==> src/rtl/bcd_display_ctrl.sv <==
// Binary-to-BCD display controller: serial double-dabble conversion, then
// overflow saturation and optional leading-zero blanking into decoder codes.
module bcd_display_ctrl #(
    parameter int WIDTH  = 20,
    parameter int DIGITS = 6
) (
    input  logic                  clk,
    input  logic                  rst_n,
    input  logic                  valid,
    input  logic [WIDTH-1:0]      value,
    input  logic                  blankLeading,
    output logic                  ready,
    output logic [4*DIGITS-1:0]   digits,
    output logic                  done,
    output logic                  overflow
);

    localparam int SW = 4 * (DIGITS + 1);
    localparam int CW = $clog2(WIDTH + 1);

    typedef enum logic [1:0] {
        IDLE    = 2'd0,
        CONVERT = 2'd1,
        FORMAT  = 2'd2
    } state_t;

    state_t              state_r;
    state_t              next_state_s;
    logic [SW-1:0]       bcd_r;
    logic [WIDTH-1:0]    shift_r;
    logic [CW-1:0]       cnt_r;
    logic                blank_r;
    logic                armed_r;
    logic                accept_s;
    logic [SW-1:0]       adj_s;
    logic [4*DIGITS-1:0] fmt_digits_s;
    logic                fmt_ovf_s;
    logic                lead_s;

    // Add 3 to every BCD nibble that is 5 or more, ahead of the doubling shift.
    function automatic logic [SW-1:0] add3_step(input logic [SW-1:0] bcd);
        logic [SW-1:0] res;
        res = bcd;
        for (int k = 0; k < DIGITS + 1; k++) begin
            if (bcd[4*k +: 4] >= 4'd5) begin
                res[4*k +: 4] = bcd[4*k +: 4] + 4'd3;
            end else begin
                res[4*k +: 4] = bcd[4*k +: 4];
            end
        end
        return res;
    endfunction

    // armed_r keeps the release edge of rst_n from also being an accept edge.
    assign accept_s = valid && (state_r == IDLE) && armed_r;
    assign ready    = (state_r == IDLE);
    assign adj_s    = add3_step(bcd_r);

    // State register.
    always_ff @(posedge clk or negedge rst_n) begin
        if (!rst_n) begin
            state_r <= IDLE;
        end else begin
            state_r <= next_state_s;
        end
    end

    // Next-state logic.
    always_comb begin
        next_state_s = state_r;
        case (state_r)
            IDLE: begin
                if (accept_s) next_state_s = CONVERT;
                else          next_state_s = IDLE;
            end
            CONVERT: begin
                if (cnt_r == CW'(WIDTH - 1)) next_state_s = FORMAT;
                else                         next_state_s = CONVERT;
            end
            FORMAT:  next_state_s = IDLE;
            default: next_state_s = IDLE;
        endcase
    end

    // Saturate on a nonzero top scratch digit, otherwise blank leading zeros on request.
    always_comb begin
        fmt_digits_s = {(4*DIGITS){1'b0}};
        fmt_ovf_s    = (bcd_r[SW-1 -: 4] != 4'd0);
        lead_s       = blank_r;
        if (fmt_ovf_s) begin
            for (int i = 0; i < DIGITS; i++) begin
                fmt_digits_s[4*i +: 4] = 4'h9;
            end
        end else begin
            for (int i = DIGITS - 1; i >= 1; i--) begin
                if (lead_s && (bcd_r[4*i +: 4] == 4'd0)) begin
                    fmt_digits_s[4*i +: 4] = 4'hF;
                end else begin
                    lead_s                 = 1'b0;
                    fmt_digits_s[4*i +: 4] = bcd_r[4*i +: 4];
                end
            end
            fmt_digits_s[3:0] = bcd_r[3:0];
        end
    end

    // Conversion datapath and registered outputs.
    always_ff @(posedge clk or negedge rst_n) begin
        if (!rst_n) begin
            bcd_r    <= {SW{1'b0}};
            shift_r  <= {WIDTH{1'b0}};
            cnt_r    <= {CW{1'b0}};
            blank_r  <= 1'b0;
            armed_r  <= 1'b0;
            digits   <= {(4*DIGITS){1'b1}};
            done     <= 1'b0;
            overflow <= 1'b0;
        end else begin
            armed_r <= 1'b1;
            done    <= 1'b0;
            case (state_r)
                IDLE: begin
                    if (accept_s) begin
                        shift_r <= value;
                        blank_r <= blankLeading;
                        bcd_r   <= {SW{1'b0}};
                        cnt_r   <= {CW{1'b0}};
                    end else begin
                        shift_r <= shift_r;
                    end
                end
                CONVERT: begin
                    bcd_r   <= {adj_s[SW-2:0], shift_r[WIDTH-1]};
                    shift_r <= {shift_r[WIDTH-2:0], 1'b0};
                    cnt_r   <= cnt_r + CW'(1);
                end
                FORMAT: begin
                    digits   <= fmt_digits_s;
                    overflow <= fmt_ovf_s;
                    done     <= 1'b1;
                end
                default: begin
                    done <= 1'b0;
                end
            endcase
        end
    end

endmodule

==> config.mk <==
export PLATFORM = sky130hd
export DESIGN_NAME = bcd_display_ctrl
export DESIGN_NICKNAME = d
export VERILOG_FILES = /design/src/rtl/bcd_display_ctrl.sv
export SDC_FILE = /design/constraint.sdc
export NUM_CORES = 1
export LEC_CHECK = 0
export BUFFER_PORTS_ARGS = -buffer_cell sky130_fd_sc_hd__buf_4
export CELL_PAD_IN_SITES_DETAIL_PLACEMENT = 1
export CELL_PAD_IN_SITES_GLOBAL_PLACEMENT = 1
export CORE_MARGIN = 3
export CORE_UTILIZATION = 49
export CTS_BUF_LIST = sky130_fd_sc_hd__clkbuf_8
export DETAILED_ROUTE_END_ITERATION = 8
export GPL_ROUTABILITY_DRIVEN = 0
export PLACE_DENSITY = 0.89
export SLEW_MARGIN = 20
export SYNTH_ARGS = -nofsm -noshare
export SYNTH_HDL_FRONTEND = slang
export SYNTH_SLANG_ARGS = --single-unit
==> constraint.sdc <==
create_clock -name clk -period 3.3 [get_ports clk]
set_input_delay 0.825 -clock clk [delete_from_list [all_inputs] [get_ports clk]]
set_output_delay 0.825 -clock clk [all_outputs]
set_load 0.05 [all_outputs]
* Yosys cells after proc, flatten, opt, wreduce, memory -nomap -nowiden
Index checks and enable logic that the tools add are counted.
** Cells by class
- Mux-type cells :: 31
- $lt $le $gt $ge :: 7
- Reductions and logical operators :: 17
- $add $sub $neg :: 8
- Eq/ne operators :: 4
** Operator list (number)
- 28-bit case mux with 2 select lines :: 1
- 4-bit 2-to-1 mux :: 11
- 20-bit case mux with 2 select lines :: 1
- 4-bit by 3-bit greater-or-equal comparator with 1-bit output, second input constant :: 7
- 28-bit 2-to-1 mux :: 1
- 4-bit by 2-bit adder with 4-bit output, second input constant :: 6
- 24-bit 2-to-1 mux :: 1
- 4-bit zero test :: 5
- 20-bit 2-to-1 mux :: 1
- 1-bit 2-to-1 mux :: 10
- 5-bit case mux with 2 select lines :: 1
- 1-bit logical AND :: 7
- 5-bit by 1-bit adder with 5-bit output, second input constant :: 1
- 5-bit equality test, second input constant :: 1
- 5-bit 2-to-1 mux :: 1
- 2-bit case mux with 2 select lines :: 1
- 2-bit AND reduction :: 2
- 4-bit nonzero test :: 1
- 3-bit by 2-bit adder with 3-bit output, second input constant :: 1
- 3-bit 2-to-1 mux :: 1
- 2-bit by 1-bit equality test with 1-bit output, second input constant :: 1
- 2-bit equality test, second input constant :: 1
- 2-bit zero test :: 1
- 2-bit 2-to-1 mux :: 1
- other kinds (2) :: 2
** Word-level totals
- Word-level logic and storage cells :: 76
- Input bits :: 24
- Output and inout port bits :: 27
- Flip-flop bits (word level) :: 83

* Depth between registers and ports, before layout
- Depth after elaboration :: 16
- Depth in mapped cells :: 7
- Mapped depth without buffers :: 6

* Least setup slack after synthesis
Ideal clock, no wire load.
- Kind :: flip-flop to output port
- Start :: reg state_r[1]
- End :: out ready
- Data required time :: 2.475 ns
- Path buffers :: 0
- Data arrival time :: 1.084 ns
- Slack :: 1.391 ns
- Cell stages (with the launch flop) :: 2
- Cell sequence :: dfrtp_1 nor2_1
** On the way
- Cells in the longest elaborated chain, start to end :: 1
** RTL lines
- start: declaration :: RTL line 27 : state_t state_r;
- start signal: assignment :: RTL line 64 : state_r <= next_state_s;
- 2-bit zero test :: RTL line 56 : assign ready = (state_r == IDLE);
- end: declaration :: RTL line 12 : output logic ready,
Every way passes these cells.

* Worst setup path in the final report
- Start :: reg state_r[1]
- End :: reg cnt_r[2]
** On the way
- Cells in the longest elaborated chain, start to end :: 5
- Elaborated cells on any way between the ends :: 8
- Those cells by class :: eq/ne: 2; mux: 1; reduce/logical: 5
** RTL lines
- 2-bit zero test :: RTL line 55, 121
- 1-bit logical AND (2 in a row) :: RTL line 55 : assign accept_s = valid && (state_r == IDLE) && armed_r;
- 2-bit by 1-bit != test with 1-bit output (no line)
- 2-bit AND reduction (no line)
- end signal: assignment :: RTL line 112 : cnt_r <= {CW{1'b0}};
- end signal: assignment :: RTL line 127 : cnt_r <= {CW{1'b0}};
- end signal: assignment :: RTL line 135 : cnt_r <= cnt_r + CW'(1);
- end: declaration :: RTL line 31 : logic [CW-1:0] cnt_r;
Several ways; a longest one is shown, not always the timed one.
A chain may end at the register's enable or synchronous reset.

==> metrics.yaml <==
cts_root_buffer: "clkbuf_8"
floorplan.io_pins: 51
finish.net_count: 492
detailedRoute.firstPassIterationCount: 4
syn_to_final_growth_pct: 15.8
antenna_violations_before_repair: 0
setup_violations: 0
hold_path.class: "flip-flop to flip-flop"
core.rowCount: 32
detailedRoute.firstIterationViolations: 168
insertion_delay_ns: 0.36
grt-ovfl-total: 0
commonest_cells_after_routing_fill_and_taps_aside: "61 x nand2_1, 59 x dfrtp_1, 51 x buf_4, 34 x o21ai_0, 31 x nor2_1"
mappedNetlistArea_um2: 4090
die_height_um: 97.3
drv_slew: 0
p_leak_uw: 0.00206
die-width_um: 97.3
max_clk_rate_mhz: 468
synth.avg_cell_area_um2: 9.99
diodes: 0
hold_fix_buffers_cts: 0
h-tree-depth: 3
rsz0062_at_grt: "false"
power.density_cell_area_nw_per_um2: 964
worstPathCellList: "or2b_2 > buf_4 > nor2_1 > o21ai_0 > o21ai_0"
largest_fanout_on_the_critical_path: 48
grt_pass1_vias: 3569
buffers_added_on_ports: 50
cell_type_with_the_highest_occurrence_count_on_the_critical_path: "o21ai_0"
mappedNetlistNets: 453
fin_util: 0.597
wire_length_reported_by_the_detailed_router_um: 10300
yosys_warnings: 0
critical_path_class: "flip-flop to flip-flop"
post_route_skew_ns: 0.0152
clk_pin_slew_ns: 0.10
initial_core_utilization: 0.515
syn_inst: 409
cts.path.max_buffers: 2
cts_num_sinks: 83
count_of_instances_resized_after_the_clock_tree_is_built: 0
crit_required_ns: 3.55
post_route_setup_tns_ns: 0
dieArea_um2: 9470
tightestPinTransition_ns: 0.806
final_layout_size_suffix_gt1_frac: 0.236
cts_tree: "done"
status: "complete, no violations"
antenna_violating_nets_post_route: 0
timing.critical_path.arrival_ns: 2.38
hold_violations: 0
grt_start_max_net_pins: 84
global_route.usage.total: 0.228
startpoint_type: "flip-flop"
global_route_wire_length_before_repair_um: 17500
worstSetupEndpointType: "flip-flop"
maxSlewHeadroom: 0.463
remaining_drc_errors: 0
most_common_cell_after_layout_fill_and_taps_aside: "nand2_1"
critical_path.n_buffers_inverters: 1
numCtsBuffers: 9
post_drt_via_cell_ratio: 5.87
postCtsSetupRepairBufs: 0
peakVddDrop_v: 0.000386
core_area_um2: 7930
ys_ff_latch: 83
clock_period_minus_final_worst_setup_slack_ns: 2.14
slowest_stage: "or2b_2"
synth_sequential_area_ratio: 0.516
cpPeakStageDelay_ns: 0.69
max_cap_viol_count: 0
routed-via-count: 3260
yosys.cell_types.count: 40
critPathTopFamily: "simple AND/OR/NAND/NOR gates"
fill_cells: 892
timing.final.crit_share: 0.648
post-dp-hpwl_um: 6780
detail_route.wl_per_cell_um: 18.5
[stage by stage]
step | hold slack [ns] | worst slack (ns) | cell area, µm² | cells | total power (µW)
final | 0.460 | 1.16 | 4730 | 555 | 4560
after CTS | 0.465 | 1.16 | 4730 | 555 | 4580
after global routing | 0.493 | 0.870 | 4730 | 555 | 4890
after floorplan | 0.438 | 1.39 | 4090 | 409 | 3110
after global placement | 0.443 | 1.27 | 4480 | 539 | 3490
after detailed placement | 0.453 | 1.17 | 4480 | 539 | 3660
[where the power goes]
part / internal [µW] / switching [µW] / total (µW) / leakage, µW
Clock: 503 / 390 / 893 / 0.000121
Sequential: 1410 / 345 / 1760 / 0.000961
Combinational: 737 / 1180 / 1910 / 0.000977
[final cells by class]
cell class | count | area, µm² | share of cell area
Clock buffer | 9 | 124 | 0.0262
Clock inverter | 7 | 119 | 0.0251
Inverter | 15 | 56.3 | 0.0119
Multi-Input combinational cell | 287 | 1800 | 0.381
Sequential cell | 83 | 2110 | 0.445
Tap cell | 102 | 128 | 0.0270
Timing Repair Buffer | 52 | 394 | 0.0833
[kinds of logic (layout without fill, tap and decap cells)]
family / Yosys count / after routing / share of synthesized area
and+or+nand+nor: 147 / 147 / 0.171
AOI/OAI and AO/OA: 103 / 103 / 0.168
DFF: 83 / 83 / 0.516
buffers and inverters: 39 / 83 / 0.0447
adders and majority gates: 20 / 20 / 0.0613
xor gates and xnor gates: 9 / 9 / 0.0193
muxes: 7 / 7 / 0.0193
other: 1 / 1 / 0.000918
[Yosys cell counts]
library cell,number,share of area
a21oi_1,12,0.015
a221o_1,6,0.015
a22o_1,1,0.0021
a31oi_1,19,0.029
a32o_1,7,0.017
and2_1,1,0.0015
and3_1,1,0.0015
and4bb_2,2,0.0061
buf_2,17,0.021
buf_6,2,0.0055
clkbuf_1,5,0.0046
conb_1,1,0.00092
dfrtp_1,59,0.36
dfstp_2,24,0.15
ha_1,20,0.061
inv_1,14,0.013
inv_2,1,0.00092
mux2_2,7,0.019
nand2_1,61,0.056
nand2b_1,7,0.011
nand2b_4,1,0.0034
nand3_1,26,0.032
nand3_2,1,0.0025
nand4_1,2,0.0031
nand4bb_1,1,0.0028
nor2_1,31,0.028
nor2b_1,1,0.0015
nor3_1,2,0.0025
nor3b_1,7,0.013
nor4_1,1,0.0015
nor4_2,1,0.0031
o211ai_1,1,0.0018
o21ai_0,34,0.042
o21ai_1,1,0.0012
o22a_1,7,0.015
o31ai_1,11,0.020
o32a_1,4,0.0098
or2b_1,1,0.0018
xnor2_1,7,0.015
xor2_1,2,0.0043
[sequential cells by signal, summed over array words and instances (netlist names)]
signal,cells
armed_r,1
bcd_r,28
blank_r,1
cnt_r,5
digits,24
done,1
overflow,1
shift_r,20
state_r,2
[worst paths after layout]
check / to / slack, ns / cells past startpoint / start
max: cnt_r[2]$_DFFE_PN0P_ / 1.16 / 5 / state_r[1]$_DFF_PN0_
max in group asynchronous: bcd_r[26]$_DFFE_PN0P_ / 2.25 / 1 / rst_n
min: digits[17]$_DFFE_PN1P_ / 0.46 / 2 / digits[17]$_DFFE_PN1P_
min reg2reg: digits[17]$_DFFE_PN1P_ / 0.46 / 2 / digits[17]$_DFFE_PN1P_
max reg2reg: cnt_r[2]$_DFFE_PN0P_ / 1.16 / 5 / state_r[1]$_DFF_PN0_
min in group asynchronous: bcd_r[21]$_DFFE_PN0P_ / 0.48 / 1 / rst_n
[worst min-delay path, cell delays in order (launching register included)]
cell	delay (ns)
dfstp_2	0.38
nand2_1	0.05
nand2_1	0.04
[per-layer routing]
metal,up-vias,part of all wire,global-route usage
met2,68,0.52,0.405
met4,0,0.017,0.0852
met5,-,0,0
li1,1518,-,-
met1,1657,0.42,0.276
met3,17,0.038,0.0388
Power figures use the tool's default switching activity.
